## config.mk

```make
export PLATFORM = sky130hd
export DESIGN_NAME = uart_rx_sequencer
export DESIGN_NICKNAME = d
export VERILOG_FILES = /design/src/rtl/uart_rx_sequencer.sv
export SDC_FILE = /design/constraint.sdc
export NUM_CORES = 1
export LEC_CHECK = 0
export ABC_AREA = 1
export ABC_CLOCK_PERIOD_IN_PS = 3250
export BUFFER_PORTS_ARGS = -buffer_cell sky130_fd_sc_hd__buf_2
export CAP_MARGIN = 20
export CORE_ASPECT_RATIO = 0.6
export CORE_MARGIN = 4
export CORE_UTILIZATION = 60
export CTS_CLUSTER_DIAMETER = 30
export DETAILED_ROUTE_END_ITERATION = 8
export PLACE_DENSITY = 0.89
export SYNTH_ARGS = -nofsm -noshare
export SYNTH_HDL_FRONTEND = slang
export SYNTH_SLANG_ARGS = --single-unit
```

## constraint.sdc

```tcl
create_clock -name Clk -period 3.25 [get_ports Clk]
set_clock_uncertainty 0.1 [all_clocks]
set_input_delay 0.1625 -clock Clk [delete_from_list [all_inputs] [get_ports Clk]]
set_output_delay 0.1625 -clock Clk [all_outputs]
set_load 0.03 [all_outputs]
```

## src/rtl/uart_rx_sequencer.sv

```systemverilog
// UART receive bit-timing sequencer: start detection, mid-bit sample strobes,
// parity/stop checking and a valid/ack handshake for the completed frame.
module uart_rx_sequencer #(
    parameter int CLKS_PER_BIT = 434,
    parameter int DATA_BITS    = 8,
    parameter bit PARITY_EN    = 1'b0,
    parameter bit PARITY_ODD   = 1'b0
) (
    input  logic Clk,
    input  logic Reset,
    input  logic Rx_In,
    input  logic Enable,
    input  logic Data_Ack,
    output logic Shift_En,
    output logic Bit_Out,
    output logic Rx_Busy,
    output logic Rx_Flag,
    output logic Data_Valid,
    output logic Parity_Err,
    output logic Frame_Err,
    output logic Overrun
);

    localparam int CNT_W = $clog2(CLKS_PER_BIT);
    localparam int IDX_W = $clog2(DATA_BITS + 1);
    localparam logic [CNT_W-1:0] HALF     = CNT_W'((CLKS_PER_BIT - 1) / 2);
    localparam logic [CNT_W-1:0] LAST     = CNT_W'(CLKS_PER_BIT - 1);
    localparam logic [IDX_W-1:0] LAST_IDX = IDX_W'(DATA_BITS - 1);

    typedef enum logic [2:0] {S_IDLE, S_START, S_DATA, S_PARITY, S_STOP} state_t;

    state_t           state_q, state_d;
    logic [CNT_W-1:0] cnt_q, cnt_d;
    logic [IDX_W-1:0] idx_q, idx_d;
    logic             acc_q, acc_d;
    logic             pbad_q, pbad_d;
    logic             sync1_q, rx_s_q;
    logic             shift_q, shift_d;
    logic             bit_q, bit_d;
    logic             dv_q, dv_d;
    logic             perr_q, perr_d;
    logic             ferr_q, ferr_d;
    logic             ovr_q, ovr_d;
    logic             sample;

    always_ff @(posedge Clk or negedge Reset) begin
        if (!Reset) begin
            sync1_q <= 1'b1;
            rx_s_q  <= 1'b1;
            state_q <= S_IDLE;
            cnt_q   <= '0;
            idx_q   <= '0;
            acc_q   <= 1'b0;
            pbad_q  <= 1'b0;
            shift_q <= 1'b0;
            bit_q   <= 1'b0;
            dv_q    <= 1'b0;
            perr_q  <= 1'b0;
            ferr_q  <= 1'b0;
            ovr_q   <= 1'b0;
        end else begin
            sync1_q <= Rx_In;
            rx_s_q  <= sync1_q;
            state_q <= state_d;
            cnt_q   <= cnt_d;
            idx_q   <= idx_d;
            acc_q   <= acc_d;
            pbad_q  <= pbad_d;
            shift_q <= shift_d;
            bit_q   <= bit_d;
            dv_q    <= dv_d;
            perr_q  <= perr_d;
            ferr_q  <= ferr_d;
            ovr_q   <= ovr_d;
        end
    end

    assign sample = (cnt_q == LAST);

    always_comb begin
        state_d = state_q;
        cnt_d   = cnt_q;
        idx_d   = idx_q;
        acc_d   = acc_q;
        pbad_d  = pbad_q;
        shift_d = 1'b0;
        bit_d   = bit_q;
        dv_d    = dv_q;
        perr_d  = perr_q;
        ferr_d  = ferr_q;
        ovr_d   = 1'b0;

        // A completion in the same cycle overrides the ack-driven clear below.
        if (Data_Ack && dv_q) begin
            dv_d = 1'b0;
        end

        if (!Enable && (state_q != S_IDLE)) begin
            state_d = S_IDLE;
            cnt_d   = '0;
        end else begin
            case (state_q)
                S_IDLE: begin
                    if (Enable && !rx_s_q) begin
                        state_d = S_START;
                        cnt_d   = '0;
                    end
                end
                S_START: begin
                    if (cnt_q == HALF) begin
                        cnt_d = '0;
                        if (!rx_s_q) begin
                            state_d = S_DATA;
                            idx_d   = '0;
                            acc_d   = 1'b0;
                            pbad_d  = 1'b0;
                        end else begin
                            state_d = S_IDLE;
                        end
                    end else begin
                        cnt_d = cnt_q + 1'b1;
                    end
                end
                S_DATA: begin
                    if (sample) begin
                        shift_d = 1'b1;
                        bit_d   = rx_s_q;
                        acc_d   = acc_q ^ rx_s_q;
                        cnt_d   = '0;
                        idx_d   = idx_q + 1'b1;
                        if (idx_q == LAST_IDX) begin
                            state_d = PARITY_EN ? S_PARITY : S_STOP;
                        end
                    end else begin
                        cnt_d = cnt_q + 1'b1;
                    end
                end
                S_PARITY: begin
                    if (sample) begin
                        pbad_d  = ((acc_q ^ rx_s_q) != PARITY_ODD);
                        cnt_d   = '0;
                        state_d = S_STOP;
                    end else begin
                        cnt_d = cnt_q + 1'b1;
                    end
                end
                S_STOP: begin
                    if (sample) begin
                        perr_d  = PARITY_EN ? pbad_q : 1'b0;
                        ferr_d  = !rx_s_q;
                        dv_d    = 1'b1;
                        ovr_d   = dv_q && !Data_Ack;
                        cnt_d   = '0;
                        state_d = S_IDLE;
                    end else begin
                        cnt_d = cnt_q + 1'b1;
                    end
                end
                default: begin
                    state_d = S_IDLE;
                    cnt_d   = '0;
                end
            endcase
        end
    end

    assign Shift_En   = shift_q;
    assign Bit_Out    = bit_q;
    assign Rx_Flag    = (state_q == S_IDLE);
    assign Rx_Busy    = (state_q != S_IDLE);
    assign Data_Valid = dv_q;
    assign Parity_Err = perr_q;
    assign Frame_Err  = ferr_q;
    assign Overrun    = ovr_q;

endmodule

```

==> metrics.txt <==
result of the run finished, final reports clean; unrepaired setup endpoints after global routing no; Clk pin slew, worst setup/hold paths 0.08 ns; maximum capacitance violations 0; core region area 0.00220 mm2; Power Dens Cells 774 mW/mm2; dpl cells around 230; maximum number of pins on one net before global-route repair 24; sequential fraction of the synthesis area approximately 41%; Hold Startpoint Data_Ack; via count of the routed design between 1,000 and 1,500; die height 45.5 um; number of cells on the worst reg-to-reg path 11; H-tree levels 1; final cycle utilization of the critical path 56.2%; total internal power 611 uW; max FFs per register 9; root buffer cell sky130_fd_sc_hd__clkbuf_8; Reg power frac 32.4%; number of optimization iterations in the first detailed-route pass 4; maximum count of clock buffers along a single path 2; FF-to-FF setup slack roughly 1.4 ns; DRC violation total after the first TritonRoute iteration 113; fin nets around 210; worst flop-to-flop path startpoint cnt_q[1]; post-layout min period 1.83 ns; worst r2r dst state_q[1]; latest clock arrival within the worst-skew pair 0.27 ns; filler cell count between 150 and 200; cell with the most instances after synthesis sky130_fd_sc_hd__nand2_1; largest register by flop count cnt_q; net switching fraction of the power 49.2%; total clock sinks 23; Peak supply drop 0.000489 V; Final Cell Area 0.00155 mm2; post-route insts no fill approximately 230; port buffer count 11; async set-or-reset flop fraction in the synthesized netlist between 90% and 100%; antenna-violating nets left 0; width of the die 70.4 um; leading register cell type out of synthesis sky130_fd_sc_hd__dfrtp_1; total DRC errors in the routed layout 0; Hold Path Depth 4; main combinational cell family by area after synthesis simple AND/OR/NAND/NOR gates; clock tree from TritonCTS built; cell accounting for the most synthesized area sky130_fd_sc_hd__dfrtp_1; Critical Path RT 3.31 ns; number of global-route vias before repair 1,238; element type at the critical path start flip-flop; layout-stage area growth over the synthesis result 10.7%; half-perimeter wire length after detailed placement 2510 um; initial antenna violation count 0; signal arrival time at the worst endpoint 1.88 ns; syn_nets 195; area share of fa/ha/maj cells after synthesis 3.57%; maximum clock rate 548 MHz; CTS Hold Bufs 2; worst min-delay path class in2reg; post-synth cell types 25; biggest regs cnt_q (9), idx_q (4), state_q (3); gate count after technology mapping 186; total wire length about 3200 um; starting density of the core about 64%; largest cells by area after synthesis sky130_fd_sc_hd__dfrtp_1 37%, sky130_fd_sc_hd__nand2_1 13%, sky130_fd_sc_hd__nor2_1 7.0%; Setup Buffers After CTS 0; mux contribution to synthesized area 0%; measured slew at the worst slew-check pin 0.501 ns; number of pins exceeding their max-slew limit in the final report 0; portion of synthesized cell area occupied by the leading cell type 37.5%; most frequent cells after synthesis 50 x sky130_fd_sc_hd__nand2_1, 26 x sky130_fd_sc_hd__nor2_1, 21 x sky130_fd_sc_hd__dfrtp_1, 19 x sky130_fd_sc_hd__nand3_1, 16 x sky130_fd_sc_hd__inv_1; clock network fraction of design power between 10% and 20%; Synth Area per Inst about 7.5 um2; WS Path Type reg2reg; Min-Delay Endpoint Overrun; leakage power of the design about 0.8 nW; post-cts gate resize count 0; final setup margin 1.42 ns; Die Footprint approximately 0.0032 mm2; fraction of the mapped netlist area in simple logic gates approximately 39%; switching power 591 uW; ant diodes 0; average vias per placed instance roughly 5.6; xor and xnor area share after synthesis 2.50%; Setup crit end kind flip-flop; aggregate global routing overflow 0; Row Count 13; total routing resource utilization after global routing 22.3%; worst slack at placement roughly 1.5 ns; count of flip-flops with a built-in enable after synthesis 0; netlist area before placement 0.00140 mm2; FF+latch count, synth 23; wire length of the first global-routing pass approximately 5500 um; area of combinational cells with multiple inputs between 700 and 800 um2; final weighted congestion in routability-driven placement 0.873; area of placed instances about 0.0015 mm2; register cell area after layout 578 um2; count of yosys warnings during synthesis 0; largest fanout on the critical path 6; final setup violating endpoints 0; total power of the final layout 1.20 mW; routed length per instance 13.8 um; CTS Buf Count 3; I/O Pins 13; Fin Setup TNS 0 ns; share of power burned in combinational logic 52.8%; layout cell share with drive strength beyond 1 between 10% and 20%; number of hold-slack violations in the final timing report 0; Synth Area in Compound Gates 7.23%; Rel. slew slack between 60% and 70%
placed cells by master, fill, tap and decap left out, drive strengths merged:
master	n
xor2	4
nand2	60
a21oi	4
dfstp	2
nor2	31
nand3b	1
conb	1
ha	4
o21ai	8
buf	11
clkbuf	4
nor3	3
nand3	19
o21bai	1
and3	1
nand4	4
dlygate4sd3	2
dfrtp	21
inv	21
critical path, cell delays in order, from the launching register on:
cell	delay [ns]
sky130_fd_sc_hd__dfrtp_1	0.40
sky130_fd_sc_hd__inv_1	0.10
sky130_fd_sc_hd__ha_1	0.18
sky130_fd_sc_hd__nand2_1	0.07
sky130_fd_sc_hd__nor2_1	0.21
sky130_fd_sc_hd__nand2_2	0.15
sky130_fd_sc_hd__nand2_2	0.11
sky130_fd_sc_hd__nand2_4	0.07
sky130_fd_sc_hd__nand2_2	0.11
sky130_fd_sc_hd__nand2_1	0.09
sky130_fd_sc_hd__nand2_1	0.08
sky130_fd_sc_hd__nand2_1	0.06
power groups by stage:
stage                     clock network (mW)  registers [mW]  logic [mW]
after floorplan                            0           0.381       0.492
after global placement                     0           0.390       0.594
after detailed placement                   0           0.393       0.620
after CTS                              0.182           0.387       0.626
after global routing                   0.196           0.394       0.694
final                                  0.179           0.389       0.634
worst max-delay path by stage:
stage	from	end	cells after the start	slack (ns)
finish	cnt_q[1]	state_q[1]	11	1.42
global route	cnt_q[1]	state_q[1]	11	1.31
CTS	cnt_q[1]	state_q[1]	11	1.44
detailed placement	cnt_q[1]	state_q[1]	11	1.46
global placement	cnt_q[1]	state_q[2]	11	1.62
floorplan	state_q[0]	cnt_q[2]	7	1.67
logic make-up (layout without fill, tap and decap cells):
kind of cell,Yosys count,in the layout
AND/OR/NAND/NOR,119,119
flip-flops,23,23
buffers and inverters,22,38
AO/OA/AOI/OAI,13,13
adder cells (fa/ha/maj),4,4
XOR/XNOR,4,4
other,1,1
per-layer routing:
layer / track usage (%) / vias up / part of all wire [%]
met1: 29.0 / 609 / 43
met2: 37.2 / 58 / 46
li1: - / 617 / -
met5: 0 / - / 0
met4: 6.49 / 0 / 2.4
met3: 6.17 / 16 / 8.0
area by class of cell:
type                       instances  area share [%]
clock buffer                       4            2.90
sequential                        23            37.2
timing repair buffer              13            4.83
tap                               30            2.42
multi-input combinational        141            47.5
inverter                          21            5.08
per-stage QoR:
| step | hold WS, ns | util (%) |
|---|---|---|
| global placement | 0.0508 | 67.7 |
| floorplan | -0.233 | - |
| global route | 0.0796 | 70.7 |
| finish | 0.0494 | 70.7 |
| detailed placement | 0.0620 | 67.7 |
| CTS | 0.0639 | 70.7 |
Power figures use the tool's default switching activity.
